[src/rtl/posit_encoder_pipe.sv]
// posit<64,4> field encoder: packs sign/regime/exponent/fraction into a posit word
// with round-to-nearest-even, as a 3-stage valid/ready pipeline with full backpressure.
module posit_encoder_pipe #(
  parameter int NBITS = 64,
  parameter int ES    = 4,
  parameter int FBITS = NBITS - ES - 3
) (
  input  logic             clk,
  input  logic             rst_n,
  input  logic             in_valid,
  output logic             in_ready,
  input  logic             in_sign,
  input  logic [6:0]       in_regi,
  input  logic [ES-1:0]    in_expo,
  input  logic [FBITS-1:0] in_frac,
  input  logic             in_guard,
  input  logic             in_sticky,
  input  logic             in_zero,
  input  logic             in_nar,
  output logic             out_valid,
  input  logic             out_ready,
  output logic [NBITS-1:0] out_posit
);

  localparam int BODYW = NBITS - 1;        // magnitude bits below the sign
  localparam int TAILW = ES + FBITS + 1;   // exponent, fraction and guard
  localparam int WIDEW = 2 * NBITS;        // room for the longest regime plus the full tail
  localparam int PADW  = WIDEW - 1 - TAILW;

  typedef enum logic [2:0] {
    CLS_NORMAL,
    CLS_SAT_MAX,
    CLS_SAT_MIN,
    CLS_ZERO,
    CLS_NAR
  } cls_e;

  // Pipeline registers
  logic               s1_valid_q, s2_valid_q, s3_valid_q;
  cls_e               s1_cls_q, s2_cls_q;
  logic               s1_sign_q, s2_sign_q;
  logic               s1_neg_q;
  logic [5:0]         s1_shamt_q;
  logic [TAILW-1:0]   s1_tail_q;
  logic               s1_sticky_q;
  logic [BODYW-1:0]   s2_body_q;
  logic [NBITS-1:0]   out_posit_q;

  // Combinational next-state values
  cls_e               s1_cls_d;
  logic signed [7:0]  regi_s;
  logic [7:0]         run_d;
  logic               neg_d;
  logic [WIDEW-1:0]   regime_bits, wide;
  logic [BODYW-1:0]   body_raw, body_d;
  logic               rnd_l, rnd_g, rnd_s;
  logic [NBITS-1:0]   rnd_sum;
  logic [NBITS-1:0]   mag, posit_d;

  logic advance;

  // Every stage moves together; only a full output stage that is not being drained stalls.
  assign advance   = !(s3_valid_q && !out_ready);
  assign in_ready  = advance;
  assign out_valid = s3_valid_q;
  assign out_posit = out_posit_q;

  // ---------------- Stage 1: classify, regime run length ----------------
  // Sign-extend to 8 bits so -(-64) and 63+1 do not wrap.
  assign regi_s = {in_regi[6], in_regi};
  assign neg_d  = regi_s[7];

  // NOTE: every always_comb output gets a default first, so no path can infer a latch.
  always_comb begin
    run_d    = neg_d ? 8'(-regi_s) : 8'(regi_s + 8'sd1);
    s1_cls_d = CLS_NORMAL;
    if (in_nar)               s1_cls_d = CLS_NAR;
    else if (in_zero)         s1_cls_d = CLS_ZERO;
    else if (run_d >= 8'd63)  s1_cls_d = neg_d ? CLS_SAT_MIN : CLS_SAT_MAX;
  end

  // ---------------- Stage 2: assemble and round ----------------
  // Regime occupies the top (shamt+1) bits of the wide vector; the tail follows it.
  always_comb begin
    regime_bits = s1_neg_q ? ({1'b1, {(WIDEW-1){1'b0}}} >> s1_shamt_q)
                           : ~({WIDEW{1'b1}} >> s1_shamt_q);
    wide        = regime_bits | ({1'b0, s1_tail_q, {PADW{1'b0}}} >> s1_shamt_q);
    body_raw    = wide[WIDEW-1 -: BODYW];
    rnd_l       = wide[WIDEW-BODYW];
    rnd_g       = wide[WIDEW-BODYW-1];
    rnd_s       = (|wide[WIDEW-BODYW-2:0]) | s1_sticky_q;
    rnd_sum     = {1'b0, body_raw} + {{(NBITS-1){1'b0}}, rnd_g & (rnd_l | rnd_s)};
    body_d      = rnd_sum[NBITS-1] ? {BODYW{1'b1}} : rnd_sum[BODYW-1:0];
    if (body_d == '0) body_d = {{(BODYW-1){1'b0}}, 1'b1};
  end

  // ---------------- Stage 3: saturation, sign, specials ----------------
  always_comb begin
    mag = {1'b0, s2_body_q};
    case (s2_cls_q)
      CLS_SAT_MAX: mag = {1'b0, {BODYW{1'b1}}};
      CLS_SAT_MIN: mag = {{(NBITS-1){1'b0}}, 1'b1};
      default:     mag = {1'b0, s2_body_q};
    endcase
    posit_d = s2_sign_q ? (~mag + 1'b1) : mag;
    if (s2_cls_q == CLS_ZERO) posit_d = '0;
    if (s2_cls_q == CLS_NAR)  posit_d = {1'b1, {(NBITS-1){1'b0}}};
  end

  // NOTE: only the valid bits and the visible output word need a reset value; the
  // datapath registers behind them are qualified by valid and are left unreset.
  always_ff @(posedge clk or negedge rst_n) begin
    if (!rst_n) begin
      s1_valid_q  <= 1'b0;
      s2_valid_q  <= 1'b0;
      s3_valid_q  <= 1'b0;
      out_posit_q <= '0;
    end else if (advance) begin
      s1_valid_q <= in_valid;
      s2_valid_q <= s1_valid_q;
      s3_valid_q <= s2_valid_q;
      if (s2_valid_q) out_posit_q <= posit_d;
    end
  end

  always_ff @(posedge clk) begin
    if (advance && in_valid) begin
      s1_cls_q    <= s1_cls_d;
      s1_sign_q   <= in_sign;
      s1_neg_q    <= neg_d;
      s1_shamt_q  <= run_d[5:0];
      s1_tail_q   <= {in_expo, in_frac, in_guard};
      s1_sticky_q <= in_sticky;
    end
    if (advance && s1_valid_q) begin
      s2_cls_q  <= s1_cls_q;
      s2_sign_q <= s1_sign_q;
      s2_body_q <= body_d;
    end
  end

endmodule

[config.mk]
export PLATFORM = sky130hd
export DESIGN_NAME = posit_encoder_pipe
export DESIGN_NICKNAME = d
export VERILOG_FILES = /design/src/rtl/posit_encoder_pipe.sv
export SDC_FILE = /design/constraint.sdc
export NUM_CORES = 1
export LEC_CHECK = 0
export CORE_AREA = 2 2 231 233
export DETAILED_ROUTE_END_ITERATION = 7
export DIE_AREA = 0 0 233 235
export DONT_BUFFER_PORTS = 1
export GPL_TIMING_DRIVEN = 0
export SKIP_LAST_GASP = 1
export SLEW_MARGIN = 20
export SYNTH_ARGS = -nofsm -noshare
export SYNTH_HDL_FRONTEND = slang
export SYNTH_SLANG_ARGS = --single-unit
[constraint.sdc]
create_clock -name clk -period 7.6 [get_ports clk]
set_input_delay 2.28 -clock clk [delete_from_list [all_inputs] [get_ports clk]]
set_output_delay 2.28 -clock clk [all_outputs]
set_load 0.01 [all_outputs]
==> results of run 1 <==
-- sequential cells by signal, indices dropped and copies added (netlist names) --
name         flops
s2_body_q       63
out_valid        1
s1_valid_q       1
s1_tail_q       62
s1_cls_q         3
s1_neg_q         1
s1_sticky_q      1
s2_valid_q       1
s1_sign_q        1
s1_shamt_q       6
s2_sign_q        1
s2_cls_q         3
out_posit       64
-- through the flow --
stage / worst slack, ps / cells / utilization, % / hold slack (ps)
finish: 163 / 2738 / 38.1 / 422
global route: 272 / 2738 / 38.1 / 427
CTS: 582 / 2738 / 38.1 / 421
detailed placement: 607 / 2695 / 36.5 / 407
global placement: 290 / 2692 / 36.3 / 409
floorplan: 2520 / 2004 / - / 400
-- power breakdown --
group	internal (mW)	switching, mW
clock	0.743	0.491
combinational	0.783	1.59
sequential	1.54	0.336
-- layout make-up --
| cell class | count | area share [%] |
|---|---|---|
| plain buffers | 158 | 3.99 |
| clock buffers | 27 | 3.18 |
| clock inverters | 16 | 1.06 |
| inverters | 24 | 0.453 |
| multi-input cells | 1614 | 57.0 |
| flip-flops and latches | 208 | 29.7 |
| well taps | 688 | 4.33 |
| repair buffers | 3 | 0.302 |
-- logic make-up (layout without fill, tap and decap cells) --
group,count (synthesis),count (layout)
AO/OA/AOI/OAI,584,584
flip-flops,208,208
adder cells (fa/ha/maj),4,4
XOR/XNOR,117,117
buffers and inverters,182,228
multiplexers,179,179
AND/OR/NAND/NOR,730,730
-- routing by layer --
metal | part of all wire, % | vias up
met3 | 6.1 | 327
met2 | 48 | 1000
met1 | 38 | 8732
li1 | - | 7731
met5 | 0 | -
met4 | 8.2 | 0
-- layout by cell type (no fill, tap or decap), types with 47 or more instances in the layout --
master and instances:
o21ai_0 165, edfxtp_1 141, dfrtp_1 67, clkbuf_1 97, mux2i_1 95, mux4_2 62, nand2_1 218, nor2_1 171
nor3_1 59, nand3_1 47, xnor2_1 85, a21oi_1 142
-- worst register-to-register path, cell delays in order (launching register included) --
cell and delay [ps]:
edfxtp_1 540, buf_2 290, buf_2 270, buf_2 300, buf_2 410, buf_1 670, buf_1 710, o211ai_1 200
o31ai_1 140, a32o_1 170, a41oi_1 190, nor4_1 890, a211oi_1 150, o31ai_2 780, nand3b_1 140, nor4_1 530
o2111ai_1 230, nand4b_1 270, o41ai_2 360
-- worst max-delay path by stage --
stage	from	to	slack, ps	cells past startpoint
final	s1_shamt_q[2]$_DFFE_PP_	s2_body_q[0]$_SDFFCE_PN1P_	160	18
after CTS	s1_shamt_q[2]$_DFFE_PP_	s2_body_q[0]$_SDFFCE_PN1P_	580	18
after global routing	s1_shamt_q[2]$_DFFE_PP_	s2_body_q[0]$_SDFFCE_PN1P_	270	18
after floorplan	s1_shamt_q[0]$_DFFE_PP_	s2_body_q[0]$_SDFFCE_PN1P_	2520	17
after detailed placement	s1_shamt_q[2]$_DFFE_PP_	s2_body_q[0]$_SDFFCE_PN1P_	610	18
after global placement	s1_shamt_q[2]$_DFFE_PP_	s2_body_q[0]$_SDFFCE_PN1P_	290	18
==> results.json, run 1 <==
{
  "outcome": "finished clean",
  "grt_setup_unrepaired": "no",
  "ys_seq_area_share_pct": 32.6,
  "synth_edf_count": 141,
  "ff_latch_area_um2": 5910,
  "vias_per_cell": 6.50,
  "finish.net_count": 2115,
  "floorplan.rows": 84,
  "synth_xor_area_share_pct": 5.66,
  "crit_path_start_kind": "register",
  "hold_end": "s2_cls_q[0]$_DFFE_PP_",
  "ir_drop_mv": 0.183,
  "worst_r2r_startpoint": "s1_shamt_q[2]$_DFFE_PP_",
  "fmax_mhz": 134,
  "synth_seq_cells": 208,
  "synthAdderAreaFrac_pct": 0.276,
  "cts_hold_buf": 0,
  "finalPower_mw": 5.48,
  "synth_nets": 2085,
  "grt_pass1_wl_um": 126000,
  "min_path_type": "register to register",
  "yosys-mux-area-fraction_pct": 14.3,
  "hold_depth": 0,
  "clk_pin_slew_ps": 60,
  "rrSetupSlack_ps": 160,
  "diodes": 0,
  "crit_family": "buffers and inverters",
  "p_leak_nw": 6.89,
  "synth_flop_cell": "edfxtp_1",
  "cp_data_required_time_ps": 7970,
  "placed_cell_area_um2": 19100,
  "drt_iter0_drc": 2019,
  "slowest_delay_ps": 890,
  "critPathCaptureType": "register",
  "num_io_pins": 143,
  "grt_max_degree": 68,
  "clkLatencyLatePin_ps": 570,
  "path_cells": "buf_2, buf_2, buf_2, buf_2, buf_1, buf_1, o211ai_1, o31ai_1, a32o_1, a41oi_1, nor4_1, a211oi_1, o31ai_2, nand3b_1, nor4_1, o2111ai_1, nand4b_1, o41ai_2",
  "crit_arrival_ps": 7810,
  "hpwl_um": 70600,
  "post_cts_buffers": 0,
  "synth_cells": 2004,
  "cp_slowest_cell": "nor4_1",
  "syn_area_per_cell_um2": 9.04,
  "critPathMaxFanout": 10,
  "dr.pass1.iters": 6,
  "start_util_pct": 34.7,
  "cts_tree": "done",
  "worst-path-buf-inv": 6,
  "synth_top_family_by_area": "compound AO/OA/AOI/OAI gates",
  "synth_area_um2": 18100,
  "wire_per_inst_um": 32.0,
  "finalSetupTns_ps": 0,
  "num_vias": 17800,
  "tightest_slew_ps": 1210,
  "min_period_ps": 7440,
  "grtUsageTotal_pct": 31.4,
  "use_met2_pct": 53.3,
  "path_common_cell": "buf_2",
  "gr-total-overflow": 0,
  "synth_area_leaders": "edfxtp_1, dfrtp_1, mux4_2",
  "ys_types": 109,
  "clock-sinks": 208,
  "ys_warn_count": 0,
  "wirelength_um": 87700,
  "die_x_um": 233,
  "h-tree-depth": 1,
  "slew_viol_final": 0,
  "yosys-top-cells-count": "nand2_1, nor2_1, o21ai_0",
  "drc": 0,
  "dieArea_um2": 54800,
  "fin_skew_ps": 21.2,
  "met3_usage_pct": 4.60,
  "globalRouteMet1Util_pct": 36.6,
  "setup_violations": 0,
  "synth_compound_area_share_pct": 21.5,
  "yosysMostFrequentCell": "nand2_1",
  "place.gp.congestion": 1.04,
  "multiInputGateArea_um2": 11300,
  "core_area_um2": 52200,
  "reg2reg_to": "s2_body_q[0]$_SDFFCE_PN1P_",
  "async_flop_share_pct": 32.2,
  "fp.dieH_um": 235,
  "antenna_found_initial": 0,
  "min_from": "s1_cls_q[0]$_SDFFCE_PP0P_",
  "nFillCells": 5318,
  "cts-resized-gates": 0,
  "synth_top_area_share_pct": 23.4,
  "root_buffer": "clkbuf_16",
  "antenna_left": 0,
  "hold_viol_final": 0,
  "cap_violations": 0,
  "grt_pass1_vias": 17600,
  "io_buffers": 0,
  "power.density_nw_per_um2": 276,
  "final.period_utilization_pct": 97.9,
  "relSlewSlack_pct": 17.2,
  "synthSimpleGateAreaFrac_pct": 20.8,
  "grt_busiest_layer": "met2",
  "syn_to_final_growth_pct": 9.87,
  "final_layout_size_suffix_gt1_share_pct": 11.5,
  "yosysTopAreaCell": "edfxtp_1",
  "path_class": "register to register",
  "cts_made_buffers": 25,
  "fin_area_um2": 19900,
  "cts_buffer_depth": 3,
  "r2r_cells": 18
}
Note: power is estimated with default switching activity, not from simulation.
==> run 2, diff against run 1 <==
ABC_CLOCK_PERIOD_IN_PS = 7600   (was not set)
SKIP_CTS_REPAIR_TIMING = 1   (was not set)
==> results of run 2 <==
Final layout, timing and power as in run 1 (identical DEF).
